## src/rtl/mcycle_unit_pkg.sv

```systemverilog
// Shared definitions for the multi-cycle multiply/divide unit.
// This package holds the FSM encoding, the operation codes and the iteration count.
package mcycle_unit_pkg;

  typedef enum logic [1:0] {
    ST_IDLE    = 2'd0,
    ST_COMPUTE = 2'd1,
    ST_DONE    = 2'd2
  } mcycle_state_e;

  localparam logic MCOP_MUL = 1'b0;
  localparam logic MCOP_DIV = 1'b1;

  localparam int unsigned MCYCLE_ITERS = 32;
  localparam int unsigned CNT_W        = 6;
  localparam logic [CNT_W-1:0] LAST_ITER = CNT_W'(MCYCLE_ITERS - 1);

endpackage

```

## src/rtl/mcycle_step.sv

```systemverilog
// One iteration of the shared datapath: a right-shifting shift-add for multiply,
// or a left-shifting restoring shift-subtract for divide. The block is purely combinational.
module mcycle_step
  import mcycle_unit_pkg::*;
(
  input  logic        op,
  input  logic [31:0] hi,
  input  logic [31:0] lo,
  input  logic [31:0] b,
  output logic [31:0] hi_next,
  output logic [31:0] lo_next
);

  logic [32:0] sum;
  logic [32:0] shifted;
  logic        fits;

  always_comb begin
    sum     = {1'b0, hi} + (lo[0] ? {1'b0, b} : 33'd0);
    shifted = {hi, lo[31]};
    fits    = (shifted >= {1'b0, b});
    hi_next = sum[32:1];
    lo_next = {sum[0], lo[31:1]};
    if (op == MCOP_DIV) begin
      // A difference that fits is always below the divisor, so 32-bit wrap is exact.
      if (fits) begin
        hi_next = shifted[31:0] - b;
        lo_next = {lo[30:0], 1'b1};
      end else begin
        hi_next = shifted[31:0];
        lo_next = {lo[30:0], 1'b0};
      end
    end
  end

endmodule

```

## src/rtl/mcycle_unit.sv

```systemverilog
// Multi-cycle unsigned multiply (with optional accumulate and long result) and divide unit.
// An operation takes 32 iterations; the unit stalls the pipeline through Busy and flags results with Done.
module mcycle_unit
  import mcycle_unit_pkg::*;
(
  input  logic          CLK,
  input  logic          Reset,
  input  logic          Start,
  input  logic          MCycleOp,
  input  logic          MCAdd,
  input  logic          MCLong,
  input  logic [31:0]   Operand1,
  input  logic [31:0]   Operand2,
  input  logic [31:0]   Operand3,
  output logic [31:0]   Result1,
  output logic [31:0]   Result2,
  output logic          Busy,
  output logic          Done,
  output mcycle_state_e State
);

  mcycle_state_e    state, state_next;
  logic [CNT_W-1:0] cnt;
  logic             op_q, long_q;
  logic [31:0]      hi_q, lo_q, b_q;
  logic [31:0]      hi_next, lo_next;
  logic             load, step, finish;

  assign State = state;

  mcycle_step u_step (
    .op      (op_q),
    .hi      (hi_q),
    .lo      (lo_q),
    .b       (b_q),
    .hi_next (hi_next),
    .lo_next (lo_next)
  );

  always_ff @(posedge CLK or posedge Reset) begin
    if (Reset) state <= ST_IDLE;
    else       state <= state_next;
  end

  always_comb begin
    state_next = state;
    Busy       = 1'b0;
    Done       = 1'b0;
    load       = 1'b0;
    step       = 1'b0;
    finish     = 1'b0;
    case (state)
      ST_IDLE: begin
        if (Start) begin
          Busy       = 1'b1;
          load       = 1'b1;
          state_next = ST_COMPUTE;
        end
      end
      ST_COMPUTE: begin
        Busy = 1'b1;
        step = 1'b1;
        if (cnt == LAST_ITER) begin
          finish     = 1'b1;
          state_next = ST_DONE;
        end
      end
      ST_DONE: begin
        Done = 1'b1;
        if (Start) begin
          Busy       = 1'b1;
          load       = 1'b1;
          state_next = ST_COMPUTE;
        end else begin
          state_next = ST_IDLE;
        end
      end
      default: state_next = ST_IDLE;
    endcase
  end

  // The accumulate addend is preloaded into the high word. It then shifts down
  // into the low word and is added into the product as the iterations run.
  always_ff @(posedge CLK or posedge Reset) begin
    if (Reset) begin
      cnt     <= '0;
      op_q    <= 1'b0;
      long_q  <= 1'b0;
      hi_q    <= '0;
      lo_q    <= '0;
      b_q     <= '0;
      Result1 <= '0;
      Result2 <= '0;
    end else if (load) begin
      cnt    <= '0;
      op_q   <= MCycleOp;
      long_q <= MCLong;
      lo_q   <= Operand1;
      b_q    <= Operand2;
      hi_q   <= (MCycleOp == MCOP_MUL && MCAdd) ? Operand3 : 32'd0;
    end else if (step) begin
      cnt  <= cnt + CNT_W'(1);
      hi_q <= hi_next;
      lo_q <= lo_next;
      if (finish) begin
        Result1 <= lo_next;
        Result2 <= (op_q == MCOP_MUL && !long_q) ? 32'd0 : hi_next;
      end
    end
  end

endmodule

```

## config.mk

```make
export PLATFORM = sky130hd
export DESIGN_NAME = mcycle_unit
export DESIGN_NICKNAME = d
export VERILOG_FILES = /design/src/rtl/mcycle_unit_pkg.sv /design/src/rtl/mcycle_step.sv /design/src/rtl/mcycle_unit.sv
export SDC_FILE = /design/constraint.sdc
export NUM_CORES = 1
export LEC_CHECK = 0
export ABC_CLOCK_PERIOD_IN_PS = 6400
export BUFFER_PORTS_ARGS = -buffer_cell sky130_fd_sc_hd__buf_2
export CORE_ASPECT_RATIO = 0.8
export CORE_UTILIZATION = 40
export DETAILED_ROUTE_END_ITERATION = 8
export GPL_ROUTABILITY_DRIVEN = 0
export SLEW_MARGIN = 20
export SYNTH_ARGS = -nofsm -noshare
export SYNTH_HDL_FRONTEND = slang
export SYNTH_HIERARCHICAL = 1
export SYNTH_SLANG_ARGS = --single-unit
```

## constraint.sdc

```tcl
create_clock -name CLK -period 6.4 [get_ports CLK]
set_input_delay 1.28 -clock CLK [delete_from_list [all_inputs] [get_ports CLK]]
set_output_delay 1.28 -clock CLK [all_outputs]
set_load 0.005 [all_outputs]
```

---- Word-level counts from Yosys, hierarchy flattened ----
Cells that the tools add are included.
word-level totals
  bits in registers ....................... 170
  bits in latches ......................... 0
  memory bits (writable) .................. 0
  ROM bits ................................ 0
  input bits .............................. 102
  output and inout bits ................... 68
  word-level logic and storage cells ...... 53
  memories ................................ 0
cells by class
  $add $sub $neg .......................... 3
  multipliers ............................. 0
  divide/modulo/power cells ............... 0
  $lt $le $gt $ge ......................... 1
  eq/ne operators ......................... 5
  shift-type cells ........................ 0
  multiplexer cells ....................... 24
  bitwise operators ....................... 3
  reductions and logical operators ........ 8
operators with widths
  operator             number
  $mux 32              10
  $add 32x33->33       1
  $ge 33x32->1         1
  $sub 32x32->32       1
  $mux 6               2
  $mux 1               8
  $add 6x1->6 const B  1
  $eq 6x5->1 const B   1
  $pmux 2 s3           1
  $mux 2               2
  $ne 2x2->1 const B   2
  $not 1->1            3
  $reduce_and 3->1     1
  $eq 2x1->1 const B   1
  $eq 2x2->1 const B   1
  $logic_and 1x1->1    2
  $logic_not 2->1      1
  $pmux 1 s2           1
  $reduce_and 2->1     1
  $reduce_bool 2->1    1
  $reduce_or 2->1      1
  $logic_not 1->1      1

---- Longest topological paths before layout ----
  depth in word-level cells ............... 5
  gate-level depth with buffers ........... 16
  depth with buffers taken out ............ 15

---- By module ----
Netlist, hierarchy kept.
modules (own cells, without submodules)
  module       times used  cells an instance  area an instance (um2)  seq. area each (um2)
  mcycle_unit  1           634                7010.5                  4254.1
  mcycle_step  1           641                4496.8                  0.0

---- Worst setup path before layout ----
No wires, ideal clock.
  path type ............................... register to register
  start point ............................. register lo_q[0]
  end point ............................... register hi_q[31]
  library setup time ...................... 0.126 ns
  arrival time ............................ 3.590 ns
  data required time ...................... 6.274 ns
  path slack .............................. 2.684 ns
  stages on the path, launching flop included .. 16
  path buffers ............................ 1
  clock period less this slack ............ 3.716 ns
  cells stage by stage .................... dfrtp_1 > clkbuf_1 > and2_1 > ha_1 > fa_1 > a21o_1 > a21oi_1 > nor4_1 > nand3b_1 > nor3_2 > o21ai_1 > o41ai_1 > o31ai_1 > o41a_1 > o211a_1 > a221o_1
on the way
  cells in the longest elaborated chain, start to end .. 5
ends and longest elaborated chain
  what                    RTL line            RTL
  start, declared         mcycle_unit.sv:25   logic [31:0] hi_q, lo_q, b_q;
  start signal, assigned  mcycle_unit.sv:98   lo_q <= Operand1;
  start signal, assigned  mcycle_unit.sv:104  lo_q <= lo_next;
  $mux 32                 mcycle_step.sv:19   sum = {1'b0, hi} + (lo[0] ? {1'b0, b} : 33'd0);
  $add 32x33->33          mcycle_step.sv:19
  $mux 32                 mcycle_step.sv:24   if (op == MCOP_DIV) begin
  net hi_next[31]         mcycle_unit.sv:26   logic [31:0] hi_next, lo_next;
  $mux 32                 mcycle_unit.sv:101  end else if (step) begin
  $mux 32                 mcycle_unit.sv:94   end else if (load) begin
  end signal, assigned    mcycle_unit.sv:100  hi_q <= (MCycleOp == MCOP_MUL && MCAdd) ? Operand3 : 32'd0;
  end signal, assigned    mcycle_unit.sv:103  hi_q <= hi_next;
  end, declared           mcycle_unit.sv:25
The timed path passes the listed nets, and every way through them passes these cells. The select of a mux whose other input is x is not followed.
A chain may end at the register's enable or synchronous reset.

---- Worst setup path in the final report ----
Same ends and word-level chain as after synthesis.

==> run_results.csv <==
group,metric,value,unit
run_status,status,"complete, no violations",
flow_run,cap_violations,0,
die,die_area,29500,sq um
setup_path,endpoint_kind,"register",
drt,post_drt_via_cell_ratio,5.45,
placed_design,portBuffers,169,
die,die_w,192,microns
placed_design,place_hpwl,22200,microns
sta,max_freq,216,MHz
yosys,synth_top_area_cell,"dfrtp_1",
finish,syn_to_final_growth,14.7,%
sta,relSlewSlack,32.4,%
clock_tree,htreeDepth,4,
die,pin_count,170,
clock_tree,cts_tree,"done",
clock_tree,cts_setup_buffers,0,
yosys,synth_area_leaders,"dfrtp_1 37%, ha_1 7.1%, nand2_1 6.8%",
sta,period_share,72.3,%
grt,grt_pass1_wl,51500,microns
grt,grt_start_max_net_pins,77,
grt,grt_pass1_vias,9502,
drt,top_layer_used,"met5",
sta,skew,16.2,ps
setup_path,crit_arrival,4950,ps
yosys,async_reset_ff_share,100,%
yosys,mappedNetlistNets,1444,
yosys,ys_seq_area_share,37.0,%
power_and_ir_drop,power_density,659,nW/um^2
clock_tree,clock_latency,450,ps
setup_path,start_kind,"register",
setup_path,critPathTopFamily,"compound AO/OA/AOI/OAI gates",
setup_path,worstSetupPathType,"register to register",
sta,drv_slew,0,
finish,stdcell_count,1788,
drt,dr_total_vias,9747,
clock_tree,clock-sinks,170,
finish,regArea,4260,sq um
placed_design,preCtsSetupSlack,1850,ps
clock_tree,clk_path_buf_depth,2,
setup_path,crit_required,6730,ps
clock_tree,clkTransAtPathRegs,80,ps
clock_tree,cts_buffers,17,
finish,drive_above_1_share,21.3,%
sta,setup_viol,0,
clock_tree,ctsHoldBuffers,0,
drt,drc_errors,0,
grt,antenna_found_initial,3,
sta,setup-tns-final,0,ps
setup_path,critPathBufInv,0,
yosys,ys_ff_latch,170,
clock_tree,root_buffer,"clkbuf_16",
drt,met1_length,16300,microns
die,core_area,28300,sq um
finish,final_nets,1573,
drt,dr.first_iter.drc_count,632,
power_and_ir_drop,leakage,6.46,nW
sta,whs,469,ps
hold_path,hp-class,"register to register",
drt,first_pass_iters,5,
die,start_util,40.7,%
placed_design,post-place-cells,1755,
power_and_ir_drop,vdd_ir_drop_max,0.000377,V
die,dieHeight,154,microns
yosys,yosys_warnings,6,
drt,drt_wl_total,32000,microns
setup_path,worst_path_largest_cell_delay,770,ps
yosys,synth_top_area_share,37.0,%
yosys,synth_ff_type,"dfrtp_1",
sta,fin_crit,4630,ps
drt,ant_nets,0,
yosys,syn_inst,1275,
die,rows,55,
yosys,synth_area,11500,sq um
yosys,avgSynthCellArea,9.03,sq um
sta,hold_violations,0,
yosys,synth_cell_types,72,
grt,track_usage,22.2,%
grt,grt.overflow.total,0,
sta,rsz0062_at_grt,"false",
finish,multi_input_area,6680,sq um
setup_path,crit_path_max_fanout,34,
drt,route.met3.wl,1750,microns
sta,setup_ws,1770,ps
sta,worst_slew_pin_slew,1010,ps
drt,wl_per_cell,17.9,microns
setup_path,critPathSlowestCell,"dfrtp_1",
finish,fillCellCount,2762,
clock_tree,post_cts_resized,0,
drt,route.met2.wl,13600,microns
yosys,synth_edf_count,0,
setup_path,path_cells,"and2_1 > ha_1 > fa_1 > a21o_1 > a21oi_1 > nor4_1 > nand3b_1 > nor3_2 > o21ai_1 > o41ai_1 > o31ai_1 > o41a_1 > o211a_1 > a221o_1",
## synthesized netlist by cell type (3+ instances only)
cell	n
nand2_1	208
dfrtp_1	170
a21oi_1	82
inv_1	78
ha_1	65
mux2_2	64
nor2_1	57
mux2i_1	48
and2_1	45
nand3_1	45
clkbuf_1	44
a221o_1	32
a22oi_1	32
o21ai_0	31
xnor2_1	31
a21o_1	30
xor2_1	24
and2_0	23
buf_2	13
nor2b_1	13
nand4_1	10
o21bai_1	10
o31ai_1	10
nand2b_1	8
nor3_1	8
a31oi_1	6
buf_1	6
o211ai_1	6
a211oi_1	5
o21a_1	5
and3_1	4
buf_4	4
buf_6	3
o21ai_1	3
or2_2	3
## path summary, 6_finish.rpt
| check | cells past startpoint | from | endpoint | slack, ps |
|---|---|---|---|---|
| max | 14 | lo_q[0] | hi_q[31] | 1770 |
| min | 2 | long_q | long_q | 470 |
| max reg2reg | 14 | lo_q[0] | hi_q[31] | 1770 |
| min reg2reg | 2 | long_q | long_q | 470 |
| max in group asynchronous | 3 | Reset | Result2[25] | 4300 |
| min in group asynchronous | 2 | Reset | Result2[6] | 920 |
## report_power, final
part	total (mW)	switching (mW)	internal (mW)
combinational	5.66	3.18	2.48
clock	1.03	0.506	0.525
sequential	2.01	0.456	1.55
total	8.70	4.14	4.56
## metrics by stage
stage | util, % | total power [mW] | instance area [sq um]
6_report | 46.7 | 8.70 | 13200
5_1_grt | 46.6 | 9.48 | 13200
4_1_cts | 46.6 | 8.70 | 13200
3_5_place_dp | 44.6 | 7.61 | 12600
3_3_place_gp | 44.6 | 7.52 | 12600
2_1_floorplan | - | 6.27 | 11500
## area by class of cell
class,instances,share of cell area (%)
clock inverters,13,0.976
repair buffers,180,7.03
flip-flops and latches,170,32.3
clock buffers,18,3.33
inverters,78,2.26
well taps,370,3.51
multi-input cells,957,50.6
diodes,2,0.0379
## sequential cells by signal, indices dropped and copies added (netlist names)
signal,flops
long_q,1
Result2,32
State,2
b_q,32
lo_q,32
hi_q,32
cnt,6
Result1,32
op_q,1
## logic make-up after synthesis
logic type      after synthesis  share of synthesized area [%]
compound gates              287                           18.1
fa+ha+maj                    67                           7.42
xor+xnor                     55                           4.19
simple gates                436                           17.6
mux                         112                           10.4
buf+inv                     148                           5.30
flops                       170                           37.0
## worst reg2reg max path, stage by stage (launching register included)
cell,delay (ps)
dfrtp_1,770
and2_1,330
ha_1,220
fa_1,410
a21o_1,180
a21oi_1,280
nor4_1,70
nand3b_1,230
nor3_2,190
o21ai_1,110
o41ai_1,670
o31ai_1,260
o41a_1,350
o211a_1,130
a221o_1,310
## per-layer routing
| metal | vias up | global-route usage, % |
|---|---|---|
| met2 | 250 | 32.9 |
| met5 | - | 0 |
| li1 | 4745 | - |
| met3 | 23 | 4.98 |
| met1 | 4727 | 32.7 |
| met4 | 2 | 4.84 |
## layout by cell type (no fill, tap or decap), types with 30 or more instances in the layout
master and count:
a22oi_1 32, o21ai_0 31, xnor2_1 31, inv_1 77, nand3_1 45, mux2_2 64
a221o_1 32, a21o_1 30, a21oi_1 82, mux2i_1 48, nand2_1 208, buf_2 169
nor2_1 56, and2_1 45, ha_1 65, dfrtp_1 169
Power figures use the tool's default switching activity.
